## config.mk

```make
export PLATFORM = sky130hd
export DESIGN_NAME = pipe_ctrl
export DESIGN_NICKNAME = d
export VERILOG_FILES = /design/src/rtl/pipe_ctrl_pkg.sv /design/src/rtl/pipe_ctrl.sv
export SDC_FILE = /design/constraint.sdc
export NUM_CORES = 1
export LEC_CHECK = 0
export BUFFER_PORTS_ARGS = -buffer_cell sky130_fd_sc_hd__buf_2
export CORE_ASPECT_RATIO = 0.6
export CORE_MARGIN = 8
export CORE_UTILIZATION = 30
export CTS_CLUSTER_DIAMETER = 40
export DETAILED_ROUTE_END_ITERATION = 7
export GPL_TIMING_DRIVEN = 0
export SYNTH_ARGS = -nofsm -noshare
export SYNTH_HDL_FRONTEND = slang
export SYNTH_SLANG_ARGS = --single-unit
```

## constraint.sdc

```tcl
create_clock -name clk -period 2.95 [get_ports clk]
set_input_delay 0.1475 -clock clk [delete_from_list [all_inputs] [get_ports clk]]
set_output_delay 0.1475 -clock clk [all_outputs]
set_load 0.05 [all_outputs]
```

## src/rtl/pipe_ctrl_pkg.sv

```systemverilog
// Shared CPU definitions for the pipeline control unit: bus widths, CR
// addresses, control-op and exception encodings, execution modes, and the
// packed layouts of the STATUS and CAUSE registers.
package pipe_ctrl_pkg;

  localparam int unsigned WORD_DATA_W = 32;
  localparam int unsigned WORD_ADDR_W = 30;
  localparam int unsigned REG_ADDR_W  = 5;
  localparam int unsigned CTRL_OP_W   = 2;
  localparam int unsigned ISA_EXP_W   = 3;

  typedef logic [WORD_DATA_W-1:0] word_data_t;
  typedef logic [WORD_ADDR_W-1:0] word_addr_t;
  typedef logic [REG_ADDR_W-1:0]  reg_addr_t;

  // Control-register addresses
  localparam reg_addr_t CREG_ADDR_STATUS     = 5'd0;
  localparam reg_addr_t CREG_ADDR_PRE_STATUS = 5'd1;
  localparam reg_addr_t CREG_ADDR_EPC        = 5'd2;
  localparam reg_addr_t CREG_ADDR_EXP_VECTOR = 5'd3;
  localparam reg_addr_t CREG_ADDR_CAUSE      = 5'd4;
  localparam reg_addr_t CREG_ADDR_INT_MASK   = 5'd5;
  localparam reg_addr_t CREG_ADDR_IRQ        = 5'd6;

  // Committed control operation from the MEM stage
  typedef enum logic [CTRL_OP_W-1:0] {
    CTRL_OP_NOP  = 2'd0,
    CTRL_OP_WRCR = 2'd1,
    CTRL_OP_EXRT = 2'd2
  } ctrl_op_e;

  // Exception codes
  localparam logic [ISA_EXP_W-1:0] ISA_EXP_NO_EXP     = 3'd0;
  localparam logic [ISA_EXP_W-1:0] ISA_EXP_EXT_INT    = 3'd1;
  localparam logic [ISA_EXP_W-1:0] ISA_EXP_UNDEF_INSN = 3'd2;
  localparam logic [ISA_EXP_W-1:0] ISA_EXP_OVERFLOW   = 3'd3;
  localparam logic [ISA_EXP_W-1:0] ISA_EXP_MISS_ALIGN = 3'd4;
  localparam logic [ISA_EXP_W-1:0] ISA_EXP_TRAP       = 3'd5;
  localparam logic [ISA_EXP_W-1:0] ISA_EXP_PRV_VIO    = 3'd6;

  // Execution modes
  localparam logic CPU_KERNEL_MODE = 1'b0;
  localparam logic CPU_USER_MODE   = 1'b1;

  // STATUS / PRE_STATUS layout: {int_en, exe_mode}
  typedef struct packed {
    logic int_en;
    logic exe_mode;
  } status_t;

  // CAUSE layout: {dly_flag, exp_code}
  typedef struct packed {
    logic                 dly_flag;
    logic [ISA_EXP_W-1:0] exp_code;
  } cause_t;

endpackage

```

## src/rtl/pipe_ctrl.sv

```systemverilog
// Pipeline control unit and control-register file for the 5-stage CPU.
// Ports:
//   clk, reset            clock, asynchronous active-high reset
//   creg_rd_addr/_data    CR read port serving the ID decoder (with WRCR bypass)
//   exe_mode              current mode (0 = kernel, 1 = user)
//   irq / int_detect      level interrupts in, registered unmasked-pending flag out
//   if_busy, mem_busy     bus waits; ld_hazard load-use hazard from ID
//   mem_*                 committed instruction info from the MEM stage
//   *_stall, *_flush      per-stage stall/flush controls
//   new_pc                redirect target, valid while if_flush = 1
module pipe_ctrl
  import pipe_ctrl_pkg::*;
#(
  parameter int unsigned IRQ_W       = 8,
  parameter logic [29:0] EXP_VEC_RST = 30'h0
) (
  input  logic                   clk,
  input  logic                   reset,
  input  logic [REG_ADDR_W-1:0]  creg_rd_addr,
  output logic [WORD_DATA_W-1:0] creg_rd_data,
  output logic                   exe_mode,
  input  logic [IRQ_W-1:0]       irq,
  output logic                   int_detect,
  input  logic                   if_busy,
  input  logic                   mem_busy,
  input  logic                   ld_hazard,
  input  logic                   mem_en,
  input  logic [WORD_ADDR_W-1:0] mem_pc,
  input  logic                   mem_br_flag,
  input  logic [CTRL_OP_W-1:0]   mem_ctrl_op,
  input  logic [REG_ADDR_W-1:0]  mem_dst_addr,
  input  logic [ISA_EXP_W-1:0]   mem_exp_code,
  input  logic [WORD_DATA_W-1:0] mem_out,
  output logic                   if_stall,
  output logic                   id_stall,
  output logic                   ex_stall,
  output logic                   mem_stall,
  output logic                   if_flush,
  output logic                   id_flush,
  output logic                   ex_flush,
  output logic                   mem_flush,
  output logic [WORD_ADDR_W-1:0] new_pc
);

  status_t          status_q;
  status_t          pre_status_q;
  word_addr_t       epc_q;
  word_addr_t       exp_vector_q;
  cause_t           cause_q;
  logic [IRQ_W-1:0] int_mask_q;

  ctrl_op_e   ctrl_op;
  logic       commit;
  logic       exp_take;
  logic       exrt_take;
  logic       wrcr_take;
  logic       wr_writable;
  word_data_t wr_field;

  assign exe_mode = status_q.exe_mode;

  // Commit qualification; exception outranks EXRT, which outranks WRCR
  assign ctrl_op   = ctrl_op_e'(mem_ctrl_op);
  assign commit    = mem_en & ~mem_busy;
  assign exp_take  = commit & (mem_exp_code != ISA_EXP_NO_EXP);
  assign exrt_take = commit & ~exp_take & (ctrl_op == CTRL_OP_EXRT);
  assign wrcr_take = commit & ~exp_take & (ctrl_op == CTRL_OP_WRCR);

  // Writable field of the WRCR target, shared by the write path and the read bypass
  always_comb begin
    wr_field    = '0;
    wr_writable = 1'b0;
    case (mem_dst_addr)
      CREG_ADDR_STATUS, CREG_ADDR_PRE_STATUS: begin
        wr_field    = {30'b0, mem_out[1:0]};
        wr_writable = 1'b1;
      end
      CREG_ADDR_EPC, CREG_ADDR_EXP_VECTOR: begin
        wr_field    = {mem_out[31:2], 2'b00};
        wr_writable = 1'b1;
      end
      CREG_ADDR_INT_MASK: begin
        wr_field    = WORD_DATA_W'(mem_out[IRQ_W-1:0]);
        wr_writable = 1'b1;
      end
      default: begin
        wr_field    = '0;
        wr_writable = 1'b0;
      end
    endcase
  end

  // CR read port with same-cycle WRCR bypass
  always_comb begin
    creg_rd_data = '0;
    case (creg_rd_addr)
      CREG_ADDR_STATUS:     creg_rd_data = {30'b0, status_q};
      CREG_ADDR_PRE_STATUS: creg_rd_data = {30'b0, pre_status_q};
      CREG_ADDR_EPC:        creg_rd_data = {epc_q, 2'b00};
      CREG_ADDR_EXP_VECTOR: creg_rd_data = {exp_vector_q, 2'b00};
      CREG_ADDR_CAUSE:      creg_rd_data = {28'b0, cause_q};
      CREG_ADDR_INT_MASK:   creg_rd_data = WORD_DATA_W'(int_mask_q);
      CREG_ADDR_IRQ:        creg_rd_data = WORD_DATA_W'(irq);
      default:              creg_rd_data = '0;
    endcase
    if (wrcr_take && wr_writable && (mem_dst_addr == creg_rd_addr)) begin
      creg_rd_data = wr_field;
    end
  end

  // Stalls, flushes and redirect target
  always_comb begin
    if_stall  = if_busy | ld_hazard | mem_busy;
    id_stall  = if_busy | mem_busy;
    ex_stall  = mem_busy;
    mem_stall = mem_busy;
    if_flush  = 1'b0;
    id_flush  = ld_hazard;
    ex_flush  = 1'b0;
    mem_flush = 1'b0;
    new_pc    = '0;
    if (exp_take) begin
      {if_flush, id_flush, ex_flush, mem_flush} = 4'b1111;
      new_pc = exp_vector_q;
    end else if (exrt_take) begin
      {if_flush, id_flush, ex_flush, mem_flush} = 4'b1111;
      new_pc = epc_q;
    end
  end

  // CR file state and interrupt detect
  always_ff @(posedge clk or posedge reset) begin
    if (reset) begin
      status_q     <= '{int_en: 1'b0, exe_mode: CPU_KERNEL_MODE};
      pre_status_q <= '{int_en: 1'b0, exe_mode: CPU_KERNEL_MODE};
      epc_q        <= '0;
      exp_vector_q <= EXP_VEC_RST;
      cause_q      <= '{dly_flag: 1'b0, exp_code: ISA_EXP_NO_EXP};
      int_mask_q   <= '1;
      int_detect   <= 1'b0;
    end else if (exp_take) begin
      pre_status_q <= status_q;
      status_q     <= '{int_en: 1'b0, exe_mode: CPU_KERNEL_MODE};
      cause_q      <= '{dly_flag: mem_br_flag, exp_code: mem_exp_code};
      // A delay-slot fault restarts at the branch one word earlier
      epc_q        <= mem_br_flag ? (mem_pc - 30'd1) : mem_pc;
      int_detect   <= 1'b0;
    end else begin
      int_detect <= status_q.int_en & (|(irq & ~int_mask_q));
      if (exrt_take) begin
        status_q <= pre_status_q;
      end
      if (wrcr_take) begin
        case (mem_dst_addr)
          CREG_ADDR_STATUS:     status_q     <= status_t'(mem_out[1:0]);
          CREG_ADDR_PRE_STATUS: pre_status_q <= status_t'(mem_out[1:0]);
          CREG_ADDR_EPC:        epc_q        <= mem_out[31:2];
          CREG_ADDR_EXP_VECTOR: exp_vector_q <= mem_out[31:2];
          CREG_ADDR_INT_MASK:   int_mask_q   <= mem_out[IRQ_W-1:0];
          default: ;
        endcase
      end
    end
  end

endmodule
```

## Word level (Yosys, flattened, before mapping)

Cells that the tools add are included.

| cells by class | value |
|---|---|
| add/sub/neg operators | 1 |
| multiply operators | 0 |
| div/mod/pow operators | 0 |
| magnitude comparators | 0 |
| equality and inequality tests | 13 |
| shift operators | 0 |
| multiplexer cells | 22 |
| bitwise logic cells | 13 |
| reductions and logical operators | 16 |

Operator list:

| operator | number |
|---|---|
| $pmux W32 S7 | 1 |
| $mux W30 | 6 |
| $pmux W32 S3 | 1 |
| $mux W32 | 1 |
| $sub A30 B1 Y30 const B | 1 |
| $eq A5 B2 Y1 const B | 4 |
| $eq A5 B3 Y1 const B | 4 |
| $mux W2 | 7 |
| $eq A5 B1 Y1 const B | 2 |
| $logic_not A5 Y1 | 2 |
| $and A8 B8 Y8 | 1 |
| $not A8 Y8 | 1 |
| $reduce_or A8 Y1 | 1 |
| $and A1 B1 Y1 | 6 |
| $mux W1 | 6 |
| $reduce_and A3 Y1 | 2 |
| $reduce_bool A2 Y1 | 3 |
| $eq A5 B5 Y1 | 1 |
| $reduce_or A5 Y1 | 1 |
| $reduce_and A2 Y1 | 2 |
| $reduce_or A2 Y1 | 2 |
| $or A1 B1 Y1 | 3 |
| $reduce_bool A3 Y1 | 1 |
| $eq A2 B1 Y1 const B | 1 |
| 3 further kinds | 5 |

| storage, ports and cells | value |
|---|---|
| flip-flop bits (word level) | 77 |
| latch bits | 0 |
| bits in writable memories | 0 |
| bits in read-only memories | 0 |
| input bits | 92 |
| logic and storage cells | 75 |
| memories kept | 0 |

## Longest topological paths before layout

Gate-level depths: netlist (run 1).

| logic depth | value |
|---|---|
| depth in word-level cells | 10 |
| gate-level depth with buffers | 8 |

## Least setup slack after synthesis (run 1)

Ideal clock, no wire load.

| timing path | value |
|---|---|
| path kind | input port to output port |
| start | input port creg_rd_addr[0] |
| end | output port creg_rd_data[11] |
| data arrival time | 2300 ps |
| required time | 2803 ps |
| path slack | 502 ps |
| stages | 6 |
| path buffers | 2 |
| path through | clkbuf_1 -> or3_1 -> nor2_1 -> buf_2 -> a22oi_1 -> o2bb2ai_1 |

| between the ends | value |
|---|---|
| longest elaborated chain between the ends | 3 |
| elaborated cells between the ends (all ways) | 11 |

Ends and longest elaborated chain:

| item | RTL line | RTL |
|---|---|---|
| start: declaration | pipe_ctrl.sv:19 | `input logic [REG_ADDR_W-1:0] creg_rd_addr,` |
| $eq A5 B3 Y1, or another cell as far along | pipe_ctrl.sv:96 | `case (creg_rd_addr)` |
| $pmux W32 S7 or $logic_and A1 B1 Y1 (tied branches) | pipe_ctrl.sv:96, pipe_ctrl.sv:106 |  |
| $mux W32 * | pipe_ctrl.sv:106 | `if (wrcr_take && wr_writable && (mem_dst_addr == creg_rd_addr)) begin` |
| end: declaration | pipe_ctrl.sv:20 | `output logic [WORD_DATA_W-1:0] creg_rd_data,` |

Mark *: on every way between the ends. The rest lies on a longest branch, timed or not.

## Worst setup path in the final report (run 1)

| timing path | value |
|---|---|
| start | input port mem_exp_code[2] |
| end | output port new_pc[29] |

| between the ends | value |
|---|---|
| longest elaborated chain between the ends | 7 |

Ends and longest elaborated chain:

| item | RTL line | RTL |
|---|---|---|
| start: declaration | pipe_ctrl.sv:32 | `input logic [ISA_EXP_W-1:0] mem_exp_code,` |
| $reduce_bool A3 Y1 * | pipe_ctrl.sv:65 | `assign exp_take = commit & (mem_exp_code != ISA_EXP_NO_EXP);` |
| $and A1 B1 Y1 * | pipe_ctrl.sv:65 |  |
| $not A1 Y1 (no line) | n/a |  |
| $and A1 B1 Y1 (2 in a row) | pipe_ctrl.sv:66 | `assign exrt_take = commit & ~exp_take & (ctrl_op == CTRL_OP_EXRT);` |
| $mux W30 | pipe_ctrl.sv:125 | `end else if (exrt_take) begin` |
| $mux W30 * | pipe_ctrl.sv:122 | `if (exp_take) begin` |
| end: declaration | pipe_ctrl.sv:42 | `output logic [WORD_ADDR_W-1:0] new_pc` |

Marked as above.

==> results of run 1 <==
## placed cells by master, fill, tap and decap left out, types with 3 or more instances in the layout
cell type  synthesis  layout
nor4_2             3       3
diode_2            0       3
o2bb2ai_1         32      32
clkinv_2           0       3
o22ai_1            8       8
a221oi_1           6       6
or2_2              3       3
dfstp_2            8       8
inv_1             16      15
clkbuf_16          0       9
nor2_1            33      31
buf_2              7     166
nor4_1             5       5
dfrtp_1           69      69
or3_1              8       8
mux2_2            51      51
buf_4              4       4
o21ai_0           14      14
a22oi_1           25      25
nand3_1            9       9
a211oi_1           3       3
o21ai_1           10      10
xnor2_1           12      12
or4_1              8       8
a22o_1            32      32
nand2b_1           4       4
clkbuf_1          29      30
nand4_1            8       8
xor2_1            18      18
nand2_1           39      39
a21oi_1           20      20
and3_1             3       3
nor3_1            12      12
mux2i_1           19      19
## worst paths after layout
| kind | from | to | slack, ns |
|---|---|---|---|
| max in group asynchronous | reset | int_mask_q[3] | 2.08 |
| worst min-delay path | mem_exp_code[2] | cause_q[2] | 0.06 |
| worst min register to register | cause_q[0] | cause_q[0] | 0.51 |
| min in group asynchronous | reset | cause_q[0] | 0.27 |
| worst max register to register | int_mask_q[3] | int_detect | 1.80 |
| worst max-delay path | mem_exp_code[2] | new_pc[29] | 0.14 |
## routing by layer
layer  share of wire  track usage  routed length, um
met5          0.0017            0                 35
met2            0.40        0.248               8140
met4           0.011       0.0441                229
met1            0.51        0.266              10500
met3           0.082       0.0501               1680
## cells by family (layout without fill, tap and decap cells)
kind of cell | count (synthesis) | count (layout)
multiplexers | 70 | 70
AND/OR/NAND/NOR | 158 | 158
XOR/XNOR | 30 | 30
AO/OA/AOI/OAI | 159 | 159
adder cells (fa/ha/maj) | 1 | 1
flip-flops | 77 | 77
other | 0 | 3
buffers and inverters | 59 | 236
## flip-flops by register name, indices dropped and copies added (netlist names)
name and cells:
epc_q 30, exp_vector_q 30, int_mask_q 8, cause_q 4, pre_status_q 2, exe_mode 1
int_detect 1, status_q 1
## Yosys cell counts (all sizes together) (2+ instances only)
cell / number
a211oi: 3
a21oi: 20
a221oi: 6
a22o: 32
a22oi: 25
a31o: 2
a31oi: 2
and3: 3
buf: 14
clkbuf: 29
dfrtp: 69
dfstp: 8
inv: 16
mux2: 51
mux2i: 19
nand2: 39
nand2b: 4
nand3: 10
nand4: 8
nand4b: 2
nor2: 33
nor2b: 2
nor3: 12
nor4: 9
nor4b: 4
o21ai: 24
o22ai: 8
o2bb2ai: 32
or2: 5
or3: 8
or3b: 3
or4: 9
xnor2: 12
xor2: 18
## through the flow
step	setup slack [ns]	setup TNS (ns)
2_1_floorplan	0.502	0
3_3_place_gp	-0.241	-16.42
3_5_place_dp	-0.0495	-0.0688
4_1_cts	0.0938	0
5_1_grt	0.0178	0
6_report	0.143	0
## area by class of cell
cell class / count / area (um2) / area share
Buffer: 43 / 193 / 0.0287
Sequential cell: 77 / 1940 / 0.288
Antenna cell: 3 / 7.51 / 0.00112
Tap cell: 234 / 293 / 0.0436
Timing Repair Buffer: 161 / 833 / 0.124
Clock buffer: 12 / 256 / 0.0382
Multi-Input combinational cell: 418 / 3110 / 0.463
Clock inverter: 4 / 22.5 / 0.00335
Inverter: 16 / 62.6 / 0.00931
## critical path, stage by stage
cell      delay, ns
buf_2          0.12
or3_1          0.45
nor4b_2        0.87
clkbuf_1       0.54
a22o_1         0.25
buf_2          0.27
## power breakdown
part | internal, mW | switching, mW | total (mW) | leakage [nW]
Sequential | 1.14 | 0.0638 | 1.20 | 0.974
Combinational | 0.183 | 0.306 | 0.490 | 1.95
Clock | 0.612 | 0.435 | 1.05 | 0.138
Total | 1.93 | 0.806 | 2.74 | 3.07
## repair_timing
item / in CTS / in global routing
hold buffers: 1 / 0
endpoints found under the setup margin: 2 / 20
gates resized for setup: 1 / 1
cloned: 0 / 0
endpoints found under the hold margin: 9 / 0
pin swaps: 0 / 0
==> results.md, run 1 <==
Clock tree:
- The clock-pin transition on the worst setup and hold timing paths is approximately 0.060 ns.
- CTS built an H-tree with a depth of 3.
- The clock drives 77 sinks.
- TritonCTS built the clock tree.
- The number of buffers inserted during clock tree synthesis is 9.
- The buffer type at the clock tree root is clkbuf_16.
- At the later pin of the worst-skew pair, clock insertion delay measures 0.33 ns.
- The maximum clock insertion buffer count is 2.
- The total setup buffers inserted after CTS is 0.

Synth:
- Summing every instance area after synthesis gives 5300 um2.
- When the netlist entered floorplanning its net count stood at ~650.
- In this run the mean area of a mapped cell was 9.56 um2.
- The sequential cell area fraction in the yosys report is 0.366.
- The fraction of synthesized cell area in xor and xnor cells is 0.0496.
- The fraction of registers with async set/reset is 1.00.
- The cell type contributing the most total cell area after synthesis is dfrtp_1.
- The count of mapped cells out of synthesis is roughly 550.
- The number of synthesized register bits is 77.
- The number of distinct library cells after synthesis is 59.
- The largest family of logic cells by synthesized area is compound AO/OA/AOI/OAI gates.
- Of the post-synthesis cell area, the part taken by muxes is 0.144.
- The synthesized-area fraction occupied by ao, oa, aoi and oai cells is 0.220.
- The most used flip-flop cell after synthesis is dfrtp_1.
- The top cell type's share of synthesized area is 0.326.
- By area the synthesized netlist is led by dfrtp_1 33%, mux2_2 11%, a22o_1 5.3%.
- For this run, the number of Yosys warnings is 0.
- The share of synthesized cell area in full adder, half adder and majority cells is 0.00236.
- Of the total synthesized cell area, the portion taken by AND, OR, NAND and NOR gates is 0.171.
- The number of enable-type register cells in the synthesized netlist is 0.

Timing:
- Setup violations remaining at the end of the flow were counted as 0.
- The pin slew with the least headroom to its limit is a little over 1 ns.
- Timing would allow up to around 360 MHz.
- Setup repair after global routing left no endpoint under its margin.
- The count of final max-slew check failures is 0.
- Across all hold checks on the routed design, the worst slack comes to 0.0634 ns.
- Headroom to the max-slew limit came out at 0.307.
- Of the available clock period, the critical path in the final layout requires 0.951.
- The post-route clock skew is 0.00264 ns.
- The worst path in the final design needs a cycle of 2.81 ns, including I/O delays and setup.
- The final number of hold-violating endpoints is 0.

GRT:
- The initial antenna violation count was 6.
- Across every metal layer, demand over resource in global routing totals 0.179.
- The first global-routing pass estimated 31300 um of wire.
- The via count of the first global-routing pass is 5313.
- After global routing the overflow that remains totals 0.
- Entering global routing, the biggest net connects 69 pins.

Finish:
- The final layout contains 819 nets.
- The count of filler cells inserted in the layout is between 1500 and 2000.
- The total non-filler cell area in the finished layout is 6720 um2.
- The finished layout holds 968 standard cells, fillers aside.
- The ratio of cells with drive above 1 in the final layout is 0.364.
- The layout overhead on the synthesized area is 26.8%.
- The end-of-flow core utilization is 0.390.

Place:
- The final weighted congestion of routability-driven global placement is 0.874.
- Summed over all nets, the half-perimeter wirelength after detailed placement is 16300 um.
- After detailed placement, the design holds a cell count of roughly 950.
- Port buffering added 159 buffers.
- The cell area after placement is between 6000 and 7000 um2.

Detailed routing:
- Using the TritonRoute via totals, the vias-per-cell ratio works out to 5.39.
- For this run, the detailed router's first-pass iteration total came to 5.
- After detailed routing, the average wire length per cell comes to 21.3 um.
- The final route contains 5220 vias.
- For this run, design rule violations remaining after detail routing come to 0.
- The routed design has 20600 um of wire.
- The number of nets with antenna violations after routing is 0.
- After the first detailed-routing iteration, the DRC count stood at 450.

Critical path:
- The worst setup path is of the input pin to output port kind.
- The category of the worst setup path capture point is an output port.
- The depth of the worst register-to-register path is 3.
- For the worst setup path, the data required time is 2.80 ns.
- The worst endpoint data arrival time is 2.66 ns.
- Along the worst path, the maximum fanout reaches 10.
- STA classifies the critical path startpoint as an input pin.

Min path:
- The worst hold path cell count is 3.
- The worst hold path belongs to the class input pin to flop.

Floorplan:
- The area of the die is around 22000 um2.
- For this configuration, the core starts out at a cell density of 0.308.
- Measured along the x axis, the die boundary spans 188 um.
- After floorplanning, the core was sized to cover 17200 um2.
- The cell row count is 37.
- The die is 119 um tall.
- For this design the top-level I/O count stands at 164.

Pwr:
- Summed over all cells, the static leakage comes to about 3 nW.
- The post-route total power is about 2.7 mW.
- Dividing total power by cell area gives a power density of just over 400 nW/um2.
- IR analysis of the VDD net gives a maximum drop of 0.218 mV.

Outcome:
- The flow ran to the end, and the final reports show no timing, DRC or antenna violations.

Flow run:
- The tool flagged a number of max-cap violations equal to 0.
Power figures use the tool's default switching activity.
==> run 2: changes to the inputs <==
- CORE_UTILIZATION: 30 -> 50
- PLACE_DENSITY: default -> 0.78
==> run 2 against run 1 <==
Net effect: sequential power hardly changed; die area is 36% lower; non-clock buffer count stayed put; via count is 6.3% higher; highest routed layer unchanged.
==> results.md, run 2 (same netlist as run 1, synthesis figures left out) <==
Finish:
- Relative to the synthesized area, the layout overhead comes to 24.3%.
- The count of filler cells inserted in the layout came to 903 (-50%).
- The total non-filler cell area in the finished layout is 6580 um2 (-2.0%).
- The ratio of cells with drive above 1 in the final layout is 0.364 (unchanged).
- Leaving out fill and tap cells, the most frequent cells in the layout are 166 x buf_2, 69 x dfrtp_1, 51 x mux2_2.
- The count of nets after finishing is 819 (unchanged).
- The final cell count without fillers came to 871 (-10%).
- The total area of sequential cells is 1940 um2 (unchanged).
- The footprint of the multi-input gates came to 3110 um2 (unchanged).
- In the final layout, the registers with the most flip-flops are epc_q: 30 flops, exp_vector_q: 30 flops, int_mask_q: 8 flops.
- The library cell used most frequently in the layout, excluding fill and tap cells, is buf_2.

Floorplan:
- The core box area is 10500 um2 (-39%).
- The effective utilization at floorplan is 0.507 (+0.199).
- The cell row count came to 29 (-22%).
- The die span in y is 95.7 um (-20%).
- The area of the die is 14200 um2 (-36%).
- The horizontal extent of the die was 149 um (-21%).
- The number of ports placed on the die boundary is 164 (unchanged).

GRT:
- The largest net degree at the start of global routing was 45 (-35%).
- The global router's overall resource usage is 0.265 (+0.0861).
- The initial antenna violation count is 2 (-4).
- The leftover overflow at the end of global routing is 0 (unchanged).
- The via count of the first global-routing pass was 5536 (+4.2%).
- The wire length of the first global-routing pass is 29600 um (-5.4%).

Outcome:
- The run finished with clean final reports.

Critical path:
- STA classifies the critical path startpoint as an input pin.
- The depth of the worst register-to-register path was 3 (unchanged).
- The critical path is of the input pin to output port type.
- The category of the worst setup path capture point is an output port.
- The maximum fanout count along the critical path is 10 (unchanged).
- The endpoint identified for the worst register-to-register timing path is int_detect.
- The data required time of the worst path is 2.80 ns (about the same).
- The slack of the worst reg-to-reg path was 1.78 ns (-0.02 ns).
- The startpoint of the worst setup timing path is creg_rd_addr[0].
- Following the worst setup path forward leads to its endpoint at creg_rd_data[7].
- The worst endpoint data arrival time is 2.66 ns (about the same).
- The worst reg2reg path startpoint is int_mask_q[6].

Clock tree:
- The buffer type at the clock tree root is clkbuf_16.
- The total setup buffers inserted after CTS is 0 (unchanged).
- The number of buffers inserted during clock tree synthesis came to 9 (unchanged).
- The H-tree depth was 3 (unchanged).
- The number of sinks handled by clock tree synthesis is 77 (unchanged).
- The clock latency of the later-clocked register in the worst-skew pair came to 0.35 ns (+0.02 ns).
- The clock-pin transition on the worst setup and hold timing paths came to 0.05 ns (about the same).
- TritonCTS built the clock tree.
- The maximum clock insertion buffer count is 2 (unchanged).

Detailed routing:
- The overall via count from detail_route is 5548 (+6.3%).
- The number of nets with antenna violations after routing is 0 (unchanged).
- The wire length per cell is 22.0 um (+3.2%).
- The total DRC errors in the routed layout is 0 (unchanged).
- The first-iteration detailed-routing DRC count was 671 (+49%).
- The final wirelength was 19100 um (-7.1%).
- The average via count per standard cell was 6.37 (+18%).
- The number of optimization iterations in the first detailed-route pass is 6 (+1).

Timing:
- The fraction of the cycle the final worst path needs was 0.952 (about the same).
- The top achievable clock speed is 356 MHz (about the same).
- The smallest hold slack is 0.0634 ns (-0.00000210 ns).
- The final number of hold-violating endpoints is 0 (unchanged).
- The final setup TNS is 0 ns (unchanged).
- The worst-case headroom to the max-slew limit is 0.244 (-0.0630).
- The pin slew with the least headroom to its limit is 1.12 ns (+0.0885 ns).
- The final count of negative-setup-slack endpoints is 0 (unchanged).
- The count of final max-slew check failures came to 0 (unchanged).
- The clock period minus worst slack is 2.81 ns (+0.00181 ns).
- Setup repair after global routing left no endpoint under its margin.
- The post-route clock skew is 0.0104 ns (+0.00775 ns).

Place:
- The HPWL after detailed placement came to 14600 um (-11%).
- The final weighted congestion of routability-driven global placement is 0.980 (+12%).
- The placed instance count is 853 (-10%).
- The number of port buffers came to 159 (unchanged).
- The cell area after placement is 6300 um2 (-1.9%).

Pwr:
- The leakage power summed over all cells is 3.05 nW (-0.58%).
- The maximum vdd ir drop is 0.283 mV (+30%).
- The cell area power density came to 412 nW/um2 (+1.1%).
- The post-route total power is 2.71 mW (-0.95%).

Min path:
- The path class of the tightest hold or removal check is input pin to flop.

Flow run:
- The max capacitance violation total is 0 (unchanged).
==> run 2: cell types whose count changed in the layout (fill, tap and decap cells not counted), sizes merged <==
cell,before,now
clkbuf,41,39
clkinv,3,2
clkinvlp,1,4
diode,3,1
==> run 2: worst max-delay path, cell delays in order <==
cell	delay [ns]
buf_2	0.08
clkbuf_1	0.50
xor2_1	0.13
nor2_1	0.18
nand4_1	0.16
nor3_1	0.93
o2bb2ai_1	0.22
buf_2	0.30
==> run 2: area by class of cell <==
class,count,area share
multi-input combinational,418,0.473
sequential,77,0.294
timing repair buffer,161,0.127
clock buffer,10,0.0348
buffer,43,0.0293
tap,139,0.0264
inverter,16,0.00950
clock inverter,6,0.00608
antenna,1,0.000380
==> run 2: through the flow <==
step                utilization  setup slack [ns]
floorplan                     -             0.502
global placement          0.600            -0.163
detailed placement        0.602             0.127
CTS                       0.629             0.114
global route              0.630            0.0526
finish                    0.630             0.141
==> run 2: how the worst min path moves through the flow <==
stage | from | end | slack (ns) | depth (start not counted)
after floorplan | mem_exp_code[2] | cause_q[2] | 0.25 | 2
after global placement | mem_exp_code[2] | cause_q[2] | 0.40 | 3
after detailed placement | reset | exp_vector_q[27] | 0.21 | 2
after CTS | mem_exp_code[2] | cause_q[2] | 0.05 | 3
after global routing | mem_exp_code[0] | cause_q[0] | 0.06 | 2
final | mem_exp_code[2] | cause_q[2] | 0.06 | 3
==> run 2: layer usage <==
layer	wire (um)	part of all wire	global-route usage	vias up
met2	8130	0.43	0.399	348
met3	2240	0.12	0.0826	39
met1	8440	0.44	0.366	2713
met4	305	0.016	0.0652	4
met5	18	0.00094	0	-
li1	-	-	-	2444
==> run 2: what timing repair did <==
item	4_1_cts	5_1_grt
hold buffers	1	0
endpoints found under the setup margin	0	20
endpoints found under the hold margin	33	0
gates resized for setup	0	2
==> run 2: where the power goes <==
part	internal, mW	switching, mW
sequential	1.14	0.0685
combinational	0.183	0.296
clock	0.567	0.461
